## config.mk

```make
export PLATFORM = sky130hd
export DESIGN_NAME = or8_operand_loader
export DESIGN_NICKNAME = d
export VERILOG_FILES = /design/src/rtl/or8_operand_loader.sv
export SDC_FILE = /design/constraint.sdc
export NUM_CORES = 1
export LEC_CHECK = 0
export CORE_MARGIN = 5
export CORE_UTILIZATION = 40
export DETAILED_ROUTE_END_ITERATION = 6
export GPL_ROUTABILITY_DRIVEN = 0
export GPL_TIMING_DRIVEN = 0
export HOLD_SLACK_MARGIN = 0.12
export MAX_ROUTING_LAYER = met4
export PLACE_DENSITY_LB_ADDON = 0.1
export RECOVER_POWER = 100
export SETUP_SLACK_MARGIN = 0.5
export SYNTH_ARGS = -nofsm -noshare
export SYNTH_HDL_FRONTEND = slang
export SYNTH_SLANG_ARGS = --single-unit
```

## constraint.sdc

```tcl
create_clock -name clk -period 2.12 [get_ports clk]
set_clock_uncertainty 0.2 [all_clocks]
set_input_delay 0.424 -clock clk [delete_from_list [all_inputs] [get_ports clk]]
set_output_delay 0.424 -clock clk [all_outputs]
set_load 0.05 [all_outputs]
```

## src/rtl/or8_operand_loader.sv

```systemverilog
// Operand sequencer for the bitwise-OR array: gathers an a/b byte pair, holds it while the
// array settles, captures the result and offers it on a valid/ready port.
module or8_operand_loader #(
  parameter int unsigned WIDTH       = 8,
  parameter int unsigned EVAL_CYCLES = 1,
  parameter int unsigned CNT_W       = 16
) (
  input  logic             clk,
  input  logic             rst_n,
  input  logic             clr,
  input  logic [WIDTH-1:0] in_data,
  input  logic             in_valid,
  output logic             in_ready,
  output logic [WIDTH-1:0] op_a,
  output logic [WIDTH-1:0] op_b,
  input  logic [WIDTH-1:0] or_result,
  output logic [WIDTH-1:0] res_data,
  output logic             res_valid,
  input  logic             res_ready,
  output logic             busy,
  output logic [CNT_W-1:0] op_count
);

  localparam int unsigned EvalW = 4;
  localparam logic [EvalW-1:0] EvalLoad = EvalW'(EVAL_CYCLES - 1);

  typedef enum logic [1:0] {StA, StB, StEval, StOut} state_e;

  state_e           state_q, state_d;
  logic [EvalW-1:0] eval_cnt_q, eval_cnt_d;
  logic [WIDTH-1:0] op_a_q, op_a_d;
  logic [WIDTH-1:0] op_b_q, op_b_d;
  logic [WIDTH-1:0] res_data_q, res_data_d;
  logic             res_valid_q, res_valid_d;
  logic [CNT_W-1:0] op_count_q, op_count_d;
  logic             in_fire, res_fire;

  assign in_fire  = in_valid & in_ready;
  assign res_fire = res_valid_q & res_ready;

  always_ff @(posedge clk or negedge rst_n) begin
    if (!rst_n) begin
      state_q     <= StA;
      eval_cnt_q  <= '0;
      op_a_q      <= '0;
      op_b_q      <= '0;
      res_data_q  <= '0;
      res_valid_q <= 1'b0;
      op_count_q  <= '0;
    end else begin
      state_q     <= state_d;
      eval_cnt_q  <= eval_cnt_d;
      op_a_q      <= op_a_d;
      op_b_q      <= op_b_d;
      res_data_q  <= res_data_d;
      res_valid_q <= res_valid_d;
      op_count_q  <= op_count_d;
    end
  end

  always_comb begin
    state_d = state_q;
    unique case (state_q)
      StA:     if (in_fire) state_d = StB;
      StB:     if (in_fire) state_d = StEval;
      StEval:  if (eval_cnt_q == '0) state_d = StOut;
      StOut:   if (res_fire) state_d = StA;
      default: state_d = StA;
    endcase
    // Abort wins over every handshake in the same cycle.
    if (clr) state_d = StA;
  end

  always_comb begin
    eval_cnt_d  = eval_cnt_q;
    op_a_d      = op_a_q;
    op_b_d      = op_b_q;
    res_data_d  = res_data_q;
    op_count_d  = op_count_q;
    res_valid_d = (state_d == StOut);
    if (!clr) begin
      if (state_q == StA && in_fire) op_a_d = in_data;
      if (state_q == StB && in_fire) begin
        op_b_d     = in_data;
        eval_cnt_d = EvalLoad;
      end
      if (state_q == StEval) begin
        if (eval_cnt_q != '0) eval_cnt_d = eval_cnt_q - EvalW'(1);
        else                  res_data_d = or_result;
      end
      if (res_fire) op_count_d = op_count_q + CNT_W'(1);
    end
  end

  always_comb begin
    in_ready  = rst_n && (state_q == StA || state_q == StB);
    busy      = (state_q != StA);
    op_a      = op_a_q;
    op_b      = op_b_q;
    res_data  = res_data_q;
    res_valid = res_valid_q;
    op_count  = op_count_q;
  end

endmodule
```

==> results of run 1 <==
power by group through the flow:
stage                     Clock (mW)  Combinational (mW)  Sequential, mW
after detailed placement           0                1.20            1.19
after floorplan                    0               0.290            1.67
after CTS                      0.684                1.29            1.17
final                          0.670                1.35            1.17
after global routing           0.722                1.41            1.19
after global placement             0                1.17            1.18
routing by layer:
| layer | vias up | part of all wire, % | GRT usage (%) |
|---|---|---|---|
| li1 | 761 | - | - |
| met1 | 790 | 39 | 19.87 |
| met2 | 40 | 55 | 31.21 |
| met3 | 4 | 5.4 | 4.260 |
| met4 | 0 | 1.0 | 5.743 |
| met5 | - | 0 | - |
cells in the mapped netlist, types with 4 or more instances:
| master | count | area, um^2 |
|---|---|---|
| dfrtp_1 | 47 | 1176 |
| mux2_2 | 25 | 281.5 |
| xnor2_1 | 12 | 105.1 |
| nand2_1 | 8 | 30.03 |
| nand3_1 | 6 | 30.03 |
| inv_1 | 4 | 15.01 |
| nand4_1 | 4 | 25.02 |
| nor2_1 | 4 | 15.01 |
| xor2_1 | 4 | 35.03 |
what timing repair did:
action,4_1_cts,5_1_grt
endpoints found under the hold margin,47,15
hold buffers,3,1
gates resized for setup,261,39
endpoints found under the setup margin,84,82
setup buffers,25,13
pin swaps,11,18
gates cloned,2,0
cells in the final DEF, fill, tap and decap left out, types with 7 or more instances in the layout:
| cell | count |
|---|---|
| dfrtp_1 | 39 |
| nand2_1 | 7 |
| mux2_2 | 8 |
| buf_4 | 27 |
| xnor2_1 | 11 |
| clkdlybuf4s50_1 | 16 |
| dfrtp_2 | 8 |
| buf_6 | 9 |
| mux2_4 | 14 |
| clkbuf_1 | 44 |
worst max-delay path, stage by stage (launching register included):
cell	delay [ps]
dfrtp_2	400
buf_4	130
clkbuf_1	470
through the flow:
stage / setup slack (ps) / instance area (um^2) / util, % / power, mW
after floorplan: 140.1 / 2054 / - / 1.957
after global placement: -2145 / 2759 / 57.65 / 2.348
after detailed placement: -609.2 / 2774 / 57.96 / 2.392
after CTS: 316.8 / 3109 / 64.97 / 3.147
after global routing: 127.9 / 3104 / 64.86 / 3.323
final: 210.1 / 3104 / 64.86 / 3.183
final timing paths:
path	from	to	cells after the start
worst max register to register	state_q[1]	op_a[2]	5
worst min register to register	op_count[15]	op_count[15]	1
min in group clk	clr	state_q[1]	2
max in group asynchronous	rst_n	op_b[4]	3
worst max-delay path	op_count[0]	op_count[0]	2
worst min-delay path	rst_n	op_count[10]	2
cells by family (layout without fill, tap and decap cells):
logic type / count (synthesis) / count (layout) / synth area share, %
flops: 47 / 47 / 58.82
xor+xnor: 16 / 16 / 7.009
mux: 25 / 25 / 14.08
simple gates: 44 / 44 / 13.83
buf+inv: 7 / 121 / 1.627
compound gates: 9 / 9 / 3.379
fa+ha+maj: 2 / 2 / 1.251
sequential cells by signal, summed over array words and instances, names as in the netlist:
name / count
op_b: 8
res_valid: 1
op_a: 8
eval_cnt_q: 4
state_q: 2
res_data: 8
op_count: 16
cell type report:
type / count / area (um^2) / share of cell area [%]
sequential: 47 / 1186 / 38.21
timing repair buffer: 106 / 750.7 / 24.18
clock inverter: 2 / 35.03 / 1.129
clock buffer: 6 / 82.58 / 2.660
tap: 67 / 83.83 / 2.701
inverter: 4 / 15.01 / 0.4837
buffer: 3 / 21.27 / 0.6852
multi-input combinational: 96 / 929.6 / 29.95
==> results.json, run 1 <==
{
  "status": "complete, no violations",
  "ys_warn_count": 0,
  "port_buffers": 62,
  "nFillCells": 401,
  "fin_cells": 331,
  "die-area_um2": 6512,
  "synth_edf_count": 0,
  "power_leakage_nw": 1.406,
  "grtUsageTotal_pct": 17.77,
  "clk_pin_slew_ps": 80,
  "numCtsBuffers": 5,
  "syn-num-nets": 173,
  "hold_path_class": "input pin to asynchronous set/reset pin",
  "fin_nets": 286,
  "maxSlewViolCount": 0,
  "ys_types": 35,
  "peakVddDrop_uv": 590.6,
  "power_density_nw_per_um2": 1025,
  "ys.flop_type": "dfrtp_1",
  "max_cap_viol_count": 0,
  "async_flop_share_pct": 100.0,
  "synthCells": 150,
  "viasPerCell": 4.819,
  "rrSetupSlack_ps": 220,
  "p_int_mw": 1.944,
  "setup_tns_ps": 0,
  "core-area_um2": 4786,
  "grt_pass1_vias": 1709,
  "ys_ff_latch": 47,
  "yosysSeqAreaShare_pct": 58.82,
  "layout_min_cycle_time_ps": 1910,
  "routed_wl_um": 5508,
  "routed-via-count": 1595,
  "synth_area_um2": 1999,
  "end_kind": "output pin",
  "holdWs_ps": 147.1,
  "max_freq_mhz": 523.6,
  "crit_arrival_ps": 1290,
  "cts_buffer_depth": 2,
  "criticalPathCategory": "flop to output pin",
  "p_sw_share_pct": 38.91,
  "worstPathRequired_ps": 1500,
  "setup_viol": 0,
  "cts.sinks": 47,
  "cp_max_fo": 4,
  "io_pins": 64,
  "tightest_slew_ps": 976.7,
  "hpwl_um": 3426,
  "cts_tree": "yes",
  "cts_root_buf": "clkbuf_8",
  "p_sw_mw": 1.238,
  "num_antenna_cells": 0,
  "sequentialPowerShare_pct": 36.6,
  "place_inst": 280,
  "die_w_um": 80.70,
  "drc": 0,
  "syn_to_final_growth_pct": 55.26,
  "grt_max_degree": 19,
  "rows": 25,
  "dieHeight_um": 80.70,
  "drt_iter0_markers": 45,
  "fin_crit_sh_pct": 90.09,
  "antenna_found_initial": 0,
  "rsz0062_at_grt": "yes",
  "hold_violations": 0,
  "max_slew_margin_pct": 34.89,
  "cts.htree.levels": 2,
  "synth_area_per_cell_um2": 13.33,
  "ant_nets": 0,
  "dr.pass1.iters": 4,
  "p_clk_share_pct": 21.0,
  "pwr-share-comb_pct": 42.3,
  "cp-start-kind": "flop",
  "drive_gt1_share_pct": 38.64,
  "grt_overflow_total": 0,
  "clk-insertion-delay-late_ps": 290,
  "wire_per_inst_um": 16.64,
  "start_util_pct": 41.78,
  "grt_pass1_wl_um": 8445
}
Power figures use the tool's default switching activity.
==> run 2, diff against run 1 <==
--- a/config.mk
+++ b/config.mk
@@ -12,7 +12,7 @@
 export GPL_TIMING_DRIVEN = 0
 export HOLD_SLACK_MARGIN = 0.12
 export MAX_ROUTING_LAYER = met4
-export PLACE_DENSITY_LB_ADDON = 0.1
+export PLACE_DENSITY = 0.71
 export RECOVER_POWER = 100
 export SETUP_SLACK_MARGIN = 0.5
 export SYNTH_ARGS = -nofsm -noshare
==> results.json, run 2 (synthesis results as in run 1) <==
{
  "p_sw_share_pct": 40.55,
  "met1_usage_pct": 18.27,
  "max_stage_delay_ps": 450,
  "end_kind": "flop",
  "final_util_pct": 60.31,
  "tightest_slew_ps": 928.9,
  "wire_per_inst_um": 16.44,
  "grt_pass1_vias": 1721,
  "dieHeight_um": 80.70,
  "cp-start-kind": "flop",
  "crit_arrival_ps": 1880,
  "sequentialPowerShare_pct": 40.6,
  "clk-insertion-delay-late_ps": 300,
  "dr.pass1.iters": 4,
  "top_usage_layer": "met2",
  "gr-usage-met3_pct": 3.700,
  "viasPerCell": 5.041,
  "num_antenna_cells": 0,
  "hold_violations": 0,
  "place_inst": 280,
  "syn_to_final_growth_pct": 44.37,
  "start_util_pct": 41.78,
  "rr_worst_depth": 5,
  "rsz0062_at_grt": "yes",
  "cp_slowest_cell": "nor3b_2",
  "criticalPathCategory": "flop to flop",
  "cts_root_buf": "clkbuf_8",
  "p_sw_mw": 1.178,
  "die-area_um2": 6512,
  "final_common_cell": "clkbuf_1",
  "p_int_mw": 1.727,
  "core-area_um2": 4786,
  "max_slew_margin_pct": 38.07,
  "grt_max_degree": 18,
  "layout_min_cycle_time_ps": 1895,
  "grt_pass1_wl_um": 8238,
  "grt_overflow_total": 0,
  "setup_tns_ps": 0,
  "setup_ws_ps": 224.5,
  "port_buffers": 62,
  "cp_cell_sequence": "buf_6, clkbuf_1, nor3b_2, nand2_4, mux2_2",
  "routed_wl_um": 5194,
  "cts.sinks": 47,
  "die_w_um": 80.70,
  "routed-via-count": 1593,
  "path_delay_family": "simple AND/OR/NAND/NOR gates",
  "max_cap_viol_count": 0,
  "power_density_nw_per_um2": 1006,
  "hold_path_class": "input pin to asynchronous set/reset pin",
  "hpwl_um": 3323,
  "preCtsSetupSlack_ps": -577.1,
  "layout_common_cells": "clkbuf_1 (43), dfrtp_1 (41), mux2_2 (19), buf_4 (18), clkdlybuf4s50_1 (16)",
  "status": "complete, no violations",
  "numCtsBuffers": 5,
  "cts_tree": "yes",
  "rows": 25,
  "cts.htree.levels": 2,
  "pwr-share-comb_pct": 40.7,
  "fin_crit_sh_pct": 89.41,
  "drt_iter0_markers": 52,
  "ant_nets": 0,
  "drc": 0,
  "cp_max_fo": 8,
  "largest_reg_flops": 16,
  "setup_viol": 0,
  "cts_buffer_depth": 2,
  "power_leakage_nw": 1.290,
  "antenna_found_initial": 0,
  "place_area_um2": 2774,
  "clk_pin_slew_ps": 90,
  "met2_usage_pct": 30.46,
  "rrSetupSlack_ps": 220,
  "fin_cells": 316,
  "maxSlewViolCount": 0,
  "fin_nets": 271,
  "p_clk_share_pct": 18.7,
  "crit_buf_inv": 2,
  "io_pins": 64,
  "postLayoutCellArea_um2": 2887,
  "max_freq_mhz": 527.6,
  "r2r_end": "res_data[3]",
  "r2r-start": "state_q[0]",
  "drive_gt1_share_pct": 32.93,
  "peakVddDrop_uv": 580.9,
  "grtUsageTotal_pct": 17.12,
  "worstPathRequired_ps": 2100
}
[run 2: cell types whose count changed in the layout (fill, tap and decap cells not counted), moves of 2 or more]
| cell | before | now |
|---|---|---|
| buf_12 | 3 | 1 |
| a211oi_1 | 0 | 2 |
| mux2_4 | 14 | 4 |
| mux2_2 | 8 | 19 |
| dfrtp_1 | 39 | 41 |
| buf_6 | 9 | 7 |
| dfrtp_2 | 8 | 6 |
| buf_4 | 27 | 18 |
| nand3_2 | 2 | 0 |
| a211oi_2 | 2 | 0 |
[run 2: stage by stage]
step	hold slack, ps	power, mW
global placement	260.4	2.347
CTS	258.5	2.896
finish	121.4	2.905
global route	207.1	3.050
floorplan	-71.59	1.957
detailed placement	169.0	2.382
[run 2: worst max-delay path by stage]
stage,slack (ps),startpoint,depth (start not counted),end
CTS,320,state_q[0],3,busy
finish,220,state_q[0],5,res_data[3]
global route,160,state_q[0],5,res_data[7]
floorplan,140,state_q[1],4,op_a[0]
global placement,-2130,rst_n,3,in_ready
detailed placement,-580,rst_n,4,in_ready
[run 2: power by group through the flow]
stage	logic, mW	registers, mW	clock network (mW)
final	1.18	1.18	0.543
after global routing	1.25	1.20	0.601
after CTS	1.16	1.17	0.564
after detailed placement	1.19	1.19	0
after global placement	1.17	1.18	0
after floorplan	0.290	1.67	0
[run 2: repair_timing]
action	CTS	global route
pin swaps	8	8
buffers inserted	16	7
resized for setup	245	33
setup endpoints to repair	84	84
endpoints found under the hold margin	47	14
hold buffers	3	1
gates cloned	2	0
[run 2: final cells by class]
cell class	count	area, um^2
Tap cell	67	83.83
Multi-Input combinational cell	96	867.1
Clock buffer	7	86.33
Inverter	4	15.01
Clock inverter	1	5.005
Buffer	3	27.53
Fill cell	416	1899
Timing Repair Buffer	91	618.1
Sequential cell	47	1184
[run 2: metal layers]
metal | vias up | part of all wire, %
li1 | 723 | -
met1 | 789 | 39
met2 | 73 | 52
met3 | 8 | 6.6
met4 | 0 | 1.7
met5 | - | 0
